[config.mk]
export PLATFORM = sky130hd
export DESIGN_NAME = quad_sd_channel
export DESIGN_NICKNAME = d
export VERILOG_FILES = /design/src/rtl/quad_sd_channel.sv
export SDC_FILE = /design/constraint.sdc
export NUM_CORES = 1
export LEC_CHECK = 0
export ABC_AREA = 1
export BUFFER_PORTS_ARGS = -buffer_cell sky130_fd_sc_hd__buf_2
export CAP_MARGIN = 20
export CORE_MARGIN = 1.5
export CORE_UTILIZATION = 49
export CTS_CLUSTER_SIZE = 12
export DETAILED_ROUTE_END_ITERATION = 10
export GPL_TIMING_DRIVEN = 1
export PLACE_DENSITY_LB_ADDON = 0.1
export SYNTH_ARGS = -nofsm -noshare
export SYNTH_HDL_FRONTEND = slang
export SYNTH_SLANG_ARGS = --single-unit
[constraint.sdc]
create_clock -name clk_master -period 3.05 [get_ports clk_master]
set_clock_uncertainty 0.2 [all_clocks]
set_input_delay 0.61 -clock clk_master [delete_from_list [all_inputs] [get_ports clk_master]]
set_output_delay 0.61 -clock clk_master [all_outputs]
set_load 0.01 [all_outputs]
[src/rtl/quad_sd_channel.sv]
// Quadrature sigma-delta channel: tick divider, Gray phase, +/-1 window integrators, result handshake.
// Optional macro CCLK_SWAP_EN adds a threshold-cap swap clock toggling on every tick.
module quad_sd_channel #(
    parameter int DIV_W = 10,
    parameter int WIN_W = 8,
    parameter int ACC_W = 8
) (
    input  logic                    clk_master,
    input  logic                    rstb,
    input  logic                    ud_en,
    input  logic [DIV_W-1:0]        div_ratio,
    input  logic [WIN_W-1:0]        win_len,
    input  logic                    comp_high_I,
    input  logic                    comp_high_Q,
    input  logic                    out_ready,
    output logic                    sin_out,
    output logic                    cos_out,
    output logic                    cclk,
    output logic                    fb1_I,
    output logic                    fb1_Q,
    output logic signed [ACC_W-1:0] read_out_I,
    output logic signed [ACC_W-1:0] read_out_Q,
    output logic                    out_valid,
    output logic                    overrun
);

    localparam logic signed [ACC_W-1:0] ACC_MAX = {1'b0, {(ACC_W-1){1'b1}}};
    localparam logic signed [ACC_W-1:0] ACC_MIN = {1'b1, {(ACC_W-1){1'b0}}};
    localparam logic signed [ACC_W-1:0] ACC_ONE = {{(ACC_W-1){1'b0}}, 1'b1};

    function automatic logic signed [ACC_W-1:0] sat_step(
        input logic signed [ACC_W-1:0] acc,
        input logic                    up
    );
        if (up)
            return (acc == ACC_MAX) ? ACC_MAX : acc + ACC_ONE;
        else
            return (acc == ACC_MIN) ? ACC_MIN : acc - ACC_ONE;
    endfunction

    logic                    r_comp_i_p0, r_comp_i_p1;
    logic                    r_comp_q_p0, r_comp_q_p1;
    logic [DIV_W-1:0]        r_ph_cnt;
    logic [1:0]              r_q;
    logic [WIN_W-1:0]        r_win_cnt;
    logic signed [ACC_W-1:0] r_acc_i, r_acc_q;
    logic                    r_fb1_i, r_fb1_q;
    logic signed [ACC_W-1:0] r_read_i, r_read_q;
    logic                    r_out_valid, r_overrun;

    logic                    w_tick;
    logic                    w_win_end;
    logic signed [ACC_W-1:0] w_acc_i_nxt, w_acc_q_nxt;

    assign w_tick      = ud_en && (r_ph_cnt >= div_ratio);
    assign w_win_end   = w_tick && (r_win_cnt >= win_len);
    assign w_acc_i_nxt = sat_step(r_acc_i, r_comp_i_p1);
    assign w_acc_q_nxt = sat_step(r_acc_q, r_comp_q_p1);

    // Stage p0/p1: two-flop synchronizers on the asynchronous comparator decisions
    always_ff @(posedge clk_master or negedge rstb) begin
        if (!rstb) begin
            r_comp_i_p0 <= 1'b0;
            r_comp_i_p1 <= 1'b0;
            r_comp_q_p0 <= 1'b0;
            r_comp_q_p1 <= 1'b0;
        end else begin
            r_comp_i_p0 <= comp_high_I;
            r_comp_i_p1 <= r_comp_i_p0;
            r_comp_q_p0 <= comp_high_Q;
            r_comp_q_p1 <= r_comp_q_p0;
        end
    end

    // Divider, Gray phase, feedback and window integration, all advanced by the tick
    always_ff @(posedge clk_master or negedge rstb) begin
        if (!rstb) begin
            r_ph_cnt  <= '0;
            r_q       <= 2'b00;
            r_win_cnt <= '0;
            r_acc_i   <= '0;
            r_acc_q   <= '0;
            r_fb1_i   <= 1'b0;
            r_fb1_q   <= 1'b0;
        end else if (ud_en) begin
            if (w_tick) begin
                r_ph_cnt <= '0;
                r_q      <= {r_q[0], ~r_q[1]};
                r_fb1_i  <= r_comp_i_p1;
                r_fb1_q  <= r_comp_q_p1;
                if (w_win_end) begin
                    r_win_cnt <= '0;
                    r_acc_i   <= '0;
                    r_acc_q   <= '0;
                end else begin
                    r_win_cnt <= r_win_cnt + 1'b1;
                    r_acc_i   <= w_acc_i_nxt;
                    r_acc_q   <= w_acc_q_nxt;
                end
            end else begin
                r_ph_cnt <= r_ph_cnt + 1'b1;
            end
        end
    end

    // Result register and valid/ready handshake; runs even while the channel is disabled
    always_ff @(posedge clk_master or negedge rstb) begin
        if (!rstb) begin
            r_read_i    <= '0;
            r_read_q    <= '0;
            r_out_valid <= 1'b0;
            r_overrun   <= 1'b0;
        end else if (w_win_end) begin
            r_read_i    <= w_acc_i_nxt;
            r_read_q    <= w_acc_q_nxt;
            r_out_valid <= 1'b1;
            if (r_out_valid && !out_ready)
                r_overrun <= 1'b1;
        end else if (r_out_valid && out_ready) begin
            r_out_valid <= 1'b0;
        end
    end

`ifdef CCLK_SWAP_EN
    logic r_cclk;

    always_ff @(posedge clk_master or negedge rstb) begin
        if (!rstb)
            r_cclk <= 1'b0;
        else if (w_tick)
            r_cclk <= ~r_cclk;
    end

    assign cclk = r_cclk;
`else
    assign cclk = 1'b0;
`endif

    assign cos_out    = r_q[0];
    assign sin_out    = r_q[1];
    assign fb1_I      = r_fb1_i;
    assign fb1_Q      = r_fb1_q;
    assign read_out_I = r_read_i;
    assign read_out_Q = r_read_q;
    assign out_valid  = r_out_valid;
    assign overrun    = r_overrun;

endmodule

==> results of run 1 <==
placed cells by master, fill, tap and decap left out, types with 2 or more instances in the layout:
cell type,instances
nand3_1,36
ha_1,24
xor2_1,10
o21ai_0,20
a21oi_1,13
nand4_1,8
dfrtp_1,60
nor3_1,9
clkinv_1,2
inv_1,73
nand2_1,213
nor2_2,2
o21ai_1,4
buf_2,45
nand2_2,2
nor3_2,2
clkinvlp_4,2
a21o_1,2
nand3_4,3
nor2_8,2
clkbuf_8,9
inv_6,2
clkinv_4,3
nor2_1,35
per-stage QoR:
step                      power, uW  setup slack (ns)  area (um2)  hold slack [ns]   util
after detailed placement       2450             0.586        4200            0.136  0.543
after global placement         2410             0.662        4200            0.137  0.543
after global routing           3430             0.693        4380           0.0683  0.567
after CTS                      3130             0.852        4380           0.0644  0.567
after floorplan                2150             0.946        3930            0.114      -
final                          3100             0.867        4380           0.0517  0.567
flip-flops by register name (all words and copies together), names as in the netlist, 2 cells and up:
name        count
r_q             2
r_win_cnt       8
read_out_Q      8
r_ph_cnt       10
r_acc_q         8
r_acc_i         8
read_out_I      8
layout make-up:
type	instances	area share
Clock buffer	9	0.0283
Clock inverter	7	0.0134
Timing Repair Buffer	46	0.0560
Multi-Input combinational cell	395	0.464
Inverter	77	0.0666
Tap cell	102	0.0291
Sequential cell	60	0.343
final timing paths:
path / start / to
setup / recovery: r_ph_cnt[7] / read_out_Q[7]
hold / removal: rstb / r_comp_i_p1
setup reg to reg: r_ph_cnt[7] / read_out_Q[7]
hold reg to reg: r_comp_i_p0 / r_comp_i_p1
max in group asynchronous: rstb / r_win_cnt[3]
min in group clk_master: r_comp_i_p0 / r_comp_i_p1
kinds of logic (layout without fill, tap and decap cells):
group	after synthesis	in the layout	synth area share
buf+inv	90	139	0.101
fa+ha+maj	24	24	0.0764
simple gates	318	318	0.359
xor+xnor	11	11	0.0245
other cells	1	1	0.000954
compound gates	41	41	0.0557
flops	60	60	0.382
layer usage:
metal  track usage  vias up  routed length [um]
met5             0        -                   0
met4        0.0487        0                  61
met3        0.0501        5                 326
met2         0.350       57                3770
met1         0.300     1615                4290
li1              -     1782                   -
power breakdown:
part / leakage, uW / switching (uW) / internal, uW
clock: 0.0000864 / 356 / 304
sequential: 0.000791 / 255 / 982
combinational: 0.00175 / 751 / 450
total: 0.00263 / 1360 / 1740
==> impl_metrics.toml, run 1 <==
[clock_network]
cts_setup_buffers = 0
tritoncts = "built"
clk_pin_slew_ns = 0.08
clock_latency_ns = 0.34
post_cts_resized = 0
clkSinkCount = 60
clock-root-buffer = "clkbuf_8"
postCtsHoldBufs = 0
h-tree-depth = 3
clockBufferDepth = 2
cts_buffers = 9

[yosys]
synth_area_per_cell_um2 = 7.21
syn-cell-area_mm2 = 0.00393
synth_most_common_cell = "nand2_1"
synth_edf_count = 0
synthArstFlopShare = 1.00
synth_common_cells = "nand2_1, inv_1, dfrtp_1, nand3_1, nor2_1"
yosysSeqAreaShare = 0.382
synthTopCellsByArea = "dfrtp_1, nand2_1, ha_1, inv_1, nand3_1"
synth_fp_nets = 593
yosysTopAreaCell = "dfrtp_1"
ys.flop_type = "dfrtp_1"
synthDistinctLibCells = 37
ys_seq_elements = 60
synthCells = 545
yosys.area.top_type_share = 0.382
yosys_warnings = 0

[global_routing]
antenna_found_initial = 0
grt_pass1_vias = 3301
grt_max_degree = 61
grt_overflow = 0
grt_pass1_wl_um = 15000
grt_use_total = 0.218

[timing]
setup_viol = 0
hold_viol = 0
max_freq_ghz = 0.458
post-route-period-util = 0.716
slew_violations = 0
fin_crit_ns = 2.18
setup_tns_ns = 0
rsz0062_at_grt = "false"

[min_path]
hp-class = "in -> async"

[worst_setup_path]
cp_top_family = "simple AND/OR/NAND/NOR gates"
worst_path_most_repeated_cell = "nand2_1"
critPathLaunchType = "register"
worst-path-max-fanout = 42
path_buf_inv = 0
ff2ff_path_depth = 9
cp.arrival_ns = 2.26
reg2reg_slack_ns = 0.87
path_depth = 9
crit_type = "reg -> reg"
critical-path-max-stage-delay_ns = 0.44
worstPathCellList = "ha_1 -> nand2_1 -> nor2_4 -> nand3_2 -> nand3_4 -> nand2_8 -> nor2_8 -> nand2_1 -> nand2_1"
cp-end-kind = "register"
slowest_stage = "dfrtp_1"
cp_data_required_time_ns = 3.13

[die]
row_count = 32
fp.dieW_um = 92.6
die_h_um = 92.6
start_util = 0.509
dieArea_mm2 = 0.00857
core_area_mm2 = 0.00773
io-pin-count = 47

[route]
first_iter_violations = 217
vias = 3459
first_pass_iters = 4
ant_nets = 0
wl_per_cell_um = 12.1
avgViaCountPerCell = 4.97
wirelength_um = 8450
drc = 0

[cells_and_area]
regArea_mm2 = 0.00150
area_growth_pct = 11.4
nets = 637
final_cells = 696
diodes = 0
fillers = 758
multi_input_area_mm2 = 0.00203
drive_gt1_frac = 0.136

[outcome]
outcome = "complete, no violations"

[job]
max_cap_violations = 0

[placement]
placedCellCount = 680
io_buffers = 45
dp_hpwl_um = 6110
gp_congestion = 0.868

[power]
p_leak_uw = 0.00263
ir_drop_mv = 0.348
cellPowerDensity_mw_per_mm2 = 707
No activity file was read; power rests on OpenSTA's default activity.
==> run 2: changes to the inputs <==
ABC_AREA = 0   (was 1)
clock period = 1.9 ns   (was 3.05 ns; I/O delays follow)
==> run 2 against run 1 <==
Against the previous run:
- the flow now finishes with violations (negative setup slack)
- sequential power rose by 41%
- combinational power rose by 110%
- non-clock buffer count rose by 109
- global-route usage rose by 3.5 points
- synthesized cell count fell by 29%
==> impl_metrics.toml, run 2 <==
[clock_network]
cts_buffers = 9
clock-root-buffer = "clkbuf_8"
clockBufferDepth = 2
clk_pin_slew_ns = 0.07
h-tree-depth = 3
clkSinkCount = 60
clock_latency_ns = 0.34
tritoncts = "built"

[route]
first_pass_iters = 4
wirelength_um = 9930
avgViaCountPerCell = 5.49
wl_per_cell_um = 15.6
drc = 0
first_iter_violations = 180
vias = 3488
ant_nets = 0

[timing]
max_freq_ghz = 0.410
hold_viol = 0
rsz0062_at_grt = "true"
fin_hold_ws_ns = 0.124
finalWorstSetupSlack_ns = -0.539
worst_pin_slew_ns = 0.525
post-route-period-util = 1.28
fin_crit_ns = 2.44
setup_viol = 56
max-slew-margin-rel = 0.647
slew_violations = 0

[cells_and_area]
area_growth_pct = 49.3
top_register = "r_ph_cnt"
final_cell_area_mm2 = 0.00540
largest_register_ffs = 10
diodes = 0
fillers = 512
nets = 579
final_common_cell = "buf_4"
final_cell_mix = "buf_4, dfrtp_1, buf_2"
drive_gt1_frac = 0.438

[global_routing]
grt_overflow = 0
grt_use_total = 0.253
antenna_found_initial = 0
grt_max_degree = 61
grt_pass1_wl_um = 15000
grt_pass1_vias = 3252

[outcome]
outcome = "finished with violations"
violations = "negative setup slack"

[power]
power.switching_uw = 1990
ir_drop_mv = 0.696
switching_share = 0.362
cellPowerDensity_mw_per_mm2 = 1020
p_int_uw = 3500
clockPowerShare = 0.218
p_leak_uw = 0.00267
p_comb_frac = 0.465
pwr-share-seq = 0.318

[die]
core_area_mm2 = 0.00721
die_h_um = 88.9
start_util = 0.501
fp.dieW_um = 88.9
row_count = 31
dieArea_mm2 = 0.00790
io-pin-count = 47

[yosys]
yosysSeqAreaShare = 0.415
yosysTopAreaCell = "dfrtp_1"
synth_fp_nets = 435
synth_most_common_cell = "dfrtp_1"
synth_edf_count = 0
ys.flop_type = "dfrtp_1"
synthArstFlopShare = 1.00
yosys.area.top_type_share = 0.415
synthDistinctLibCells = 61
synthTopCellsByArea = "dfrtp_1, ha_1, o21ai_0, inv_1, a22o_1"
ys_seq_elements = 60
synth_common_cells = "dfrtp_1, inv_1, nand2_1, nor2_1, o21ai_0"
synthCells = 387
yosys_warnings = 0
syn-cell-area_mm2 = 0.00362
synth_area_per_cell_um2 = 9.34

[worst_setup_path]
reg2reg_to = "read_out_Q[0]"
crit_end = "read_out_Q[0]"
worstPathCellList = "ha_4 -> a211oi_2 -> nor2_1 -> or3_4 -> o21ai_4 -> or2_4 -> buf_12 -> mux2_2"
cp-end-kind = "register"
slowest_stage = "dfrtp_1"
r2r_start = "r_ph_cnt[7]"
cp.arrival_ns = 2.47
startpoint = "r_ph_cnt[7]"
critPathLaunchType = "register"
crit_type = "reg -> reg"
ff2ff_path_depth = 8
cp_data_required_time_ns = 1.93
reg2reg_slack_ns = -0.54
worst-path-max-fanout = 9
critical-path-max-stage-delay_ns = 0.41

[min_path]
hp-class = "in -> reg"

[placement]
dp_hpwl_um = 6510
io_buffers = 45
placed_area_mm2 = 0.00455
gp_congestion = 0.854

[job]
max_cap_violations = 0
-- run 2: cell count changes after synthesis, moves of 5 or more --
cell / previous run / this run
nand2_1: 213 / 28
inv_1: 73 / 32
nand3_1: 36 / 22
a22o_1: 0 / 13
clkbuf_1: 1 / 14
mux2_2: 0 / 10
nand2b_1: 0 / 9
nor2_1: 35 / 26
o22ai_1: 0 / 9
xor2_1: 10 / 3
a211oi_1: 0 / 6
a31oi_1: 0 / 6
and3_1: 0 / 5
o21ai_0: 20 / 25
-- run 2: logic make-up (layout without fill, tap and decap cells) --
group / Yosys count / count (layout) / share of synthesized area
DFF: 60 / 60 / 0.415
buffers and inverters: 55 / 204 / 0.0647
xor gates and xnor gates: 7 / 7 / 0.0170
muxes: 14 / 14 / 0.0429
and+or+nand+nor: 120 / 120 / 0.169
other: 1 / 1 / 0.00104
adders and majority gates: 24 / 24 / 0.0830
AOI/OAI and AO/OA: 106 / 106 / 0.207
-- run 2: area by class of cell --
| cell class | instances | area (um2) | area share |
|---|---|---|---|
| multi-input combinational | 272 | 2260 | 0.419 |
| sequential | 60 | 1500 | 0.278 |
| timing repair buffer | 155 | 1180 | 0.219 |
| clock buffer | 12 | 155 | 0.0287 |
| inverter | 33 | 124 | 0.0229 |
| tap | 99 | 124 | 0.0229 |
| clock inverter | 4 | 47.5 | 0.00881 |
-- run 2: how the worst min path moves through the flow --
stage	depth (start not counted)	slack (ns)	startpoint	end
2_1_floorplan	0	-0.12	rstb	fb1_I
5_1_grt	3	0.15	out_ready	out_valid
4_1_cts	3	0.1	out_ready	out_valid
3_5_place_dp	0	0.14	r_comp_i_p0	r_comp_i_p1
6_report	3	0.12	out_ready	out_valid
3_3_place_gp	0	0.13	r_comp_q_p0	r_comp_q_p1
-- run 2: what timing repair did --
| action | CTS | global route |
|---|---|---|
| hold buffers | 3 | 0 |
| gates resized for setup | 47 | 55 |
| buffers inserted | 10 | 10 |
| endpoints found under the setup margin | 56 | 56 |
| pin swaps | 18 | 14 |
| hold endpoints to repair | 62 | 0 |
| gates cloned | 1 | 1 |
-- run 2: layer usage --
metal | GRT usage | routed length, um | up-vias
met2 | 0.428 | 4960 | 86
met1 | 0.322 | 4390 | 1688
li1 | - | - | 1699
met4 | 0.0824 | 195 | 0
met5 | 0 | 0 | -
met3 | 0.0572 | 388 | 15
-- run 2: power groups by stage --
stage / clock (uW) / sequential (uW) / combinational [uW]
2_1_floorplan: 0 / 1800 / 1080
3_3_place_gp: 0 / 1740 / 2010
3_5_place_dp: 0 / 1750 / 2060
4_1_cts: 1210 / 1730 / 2270
5_1_grt: 1260 / 1770 / 2800
6_report: 1190 / 1750 / 2550
-- run 2: through the flow --
stage / utilization / std cells / setup slack (ns) / total power [uW] / setup TNS (ns)
after floorplan: - / 387 / -0.665 / 2890 / -21.30
after global placement: 0.631 / 595 / -0.681 / 3750 / -31.81
after detailed placement: 0.631 / 595 / -0.733 / 3810 / -34.11
after CTS: 0.704 / 625 / -0.520 / 5210 / -21.71
after global routing: 0.748 / 635 / -0.624 / 5830 / -27.18
final: 0.748 / 635 / -0.539 / 5490 / -21.84
-- run 2: worst max-delay path, delay by kind of cell, from the launching register on --
kind / cells / cell delay, ns
buf+inv: 1 / 0.15
simple gates: 3 / 0.65
fa+ha+maj: 1 / 0.23
compound gates: 2 / 0.36
flops: 1 / 0.41
mux: 1 / 0.34
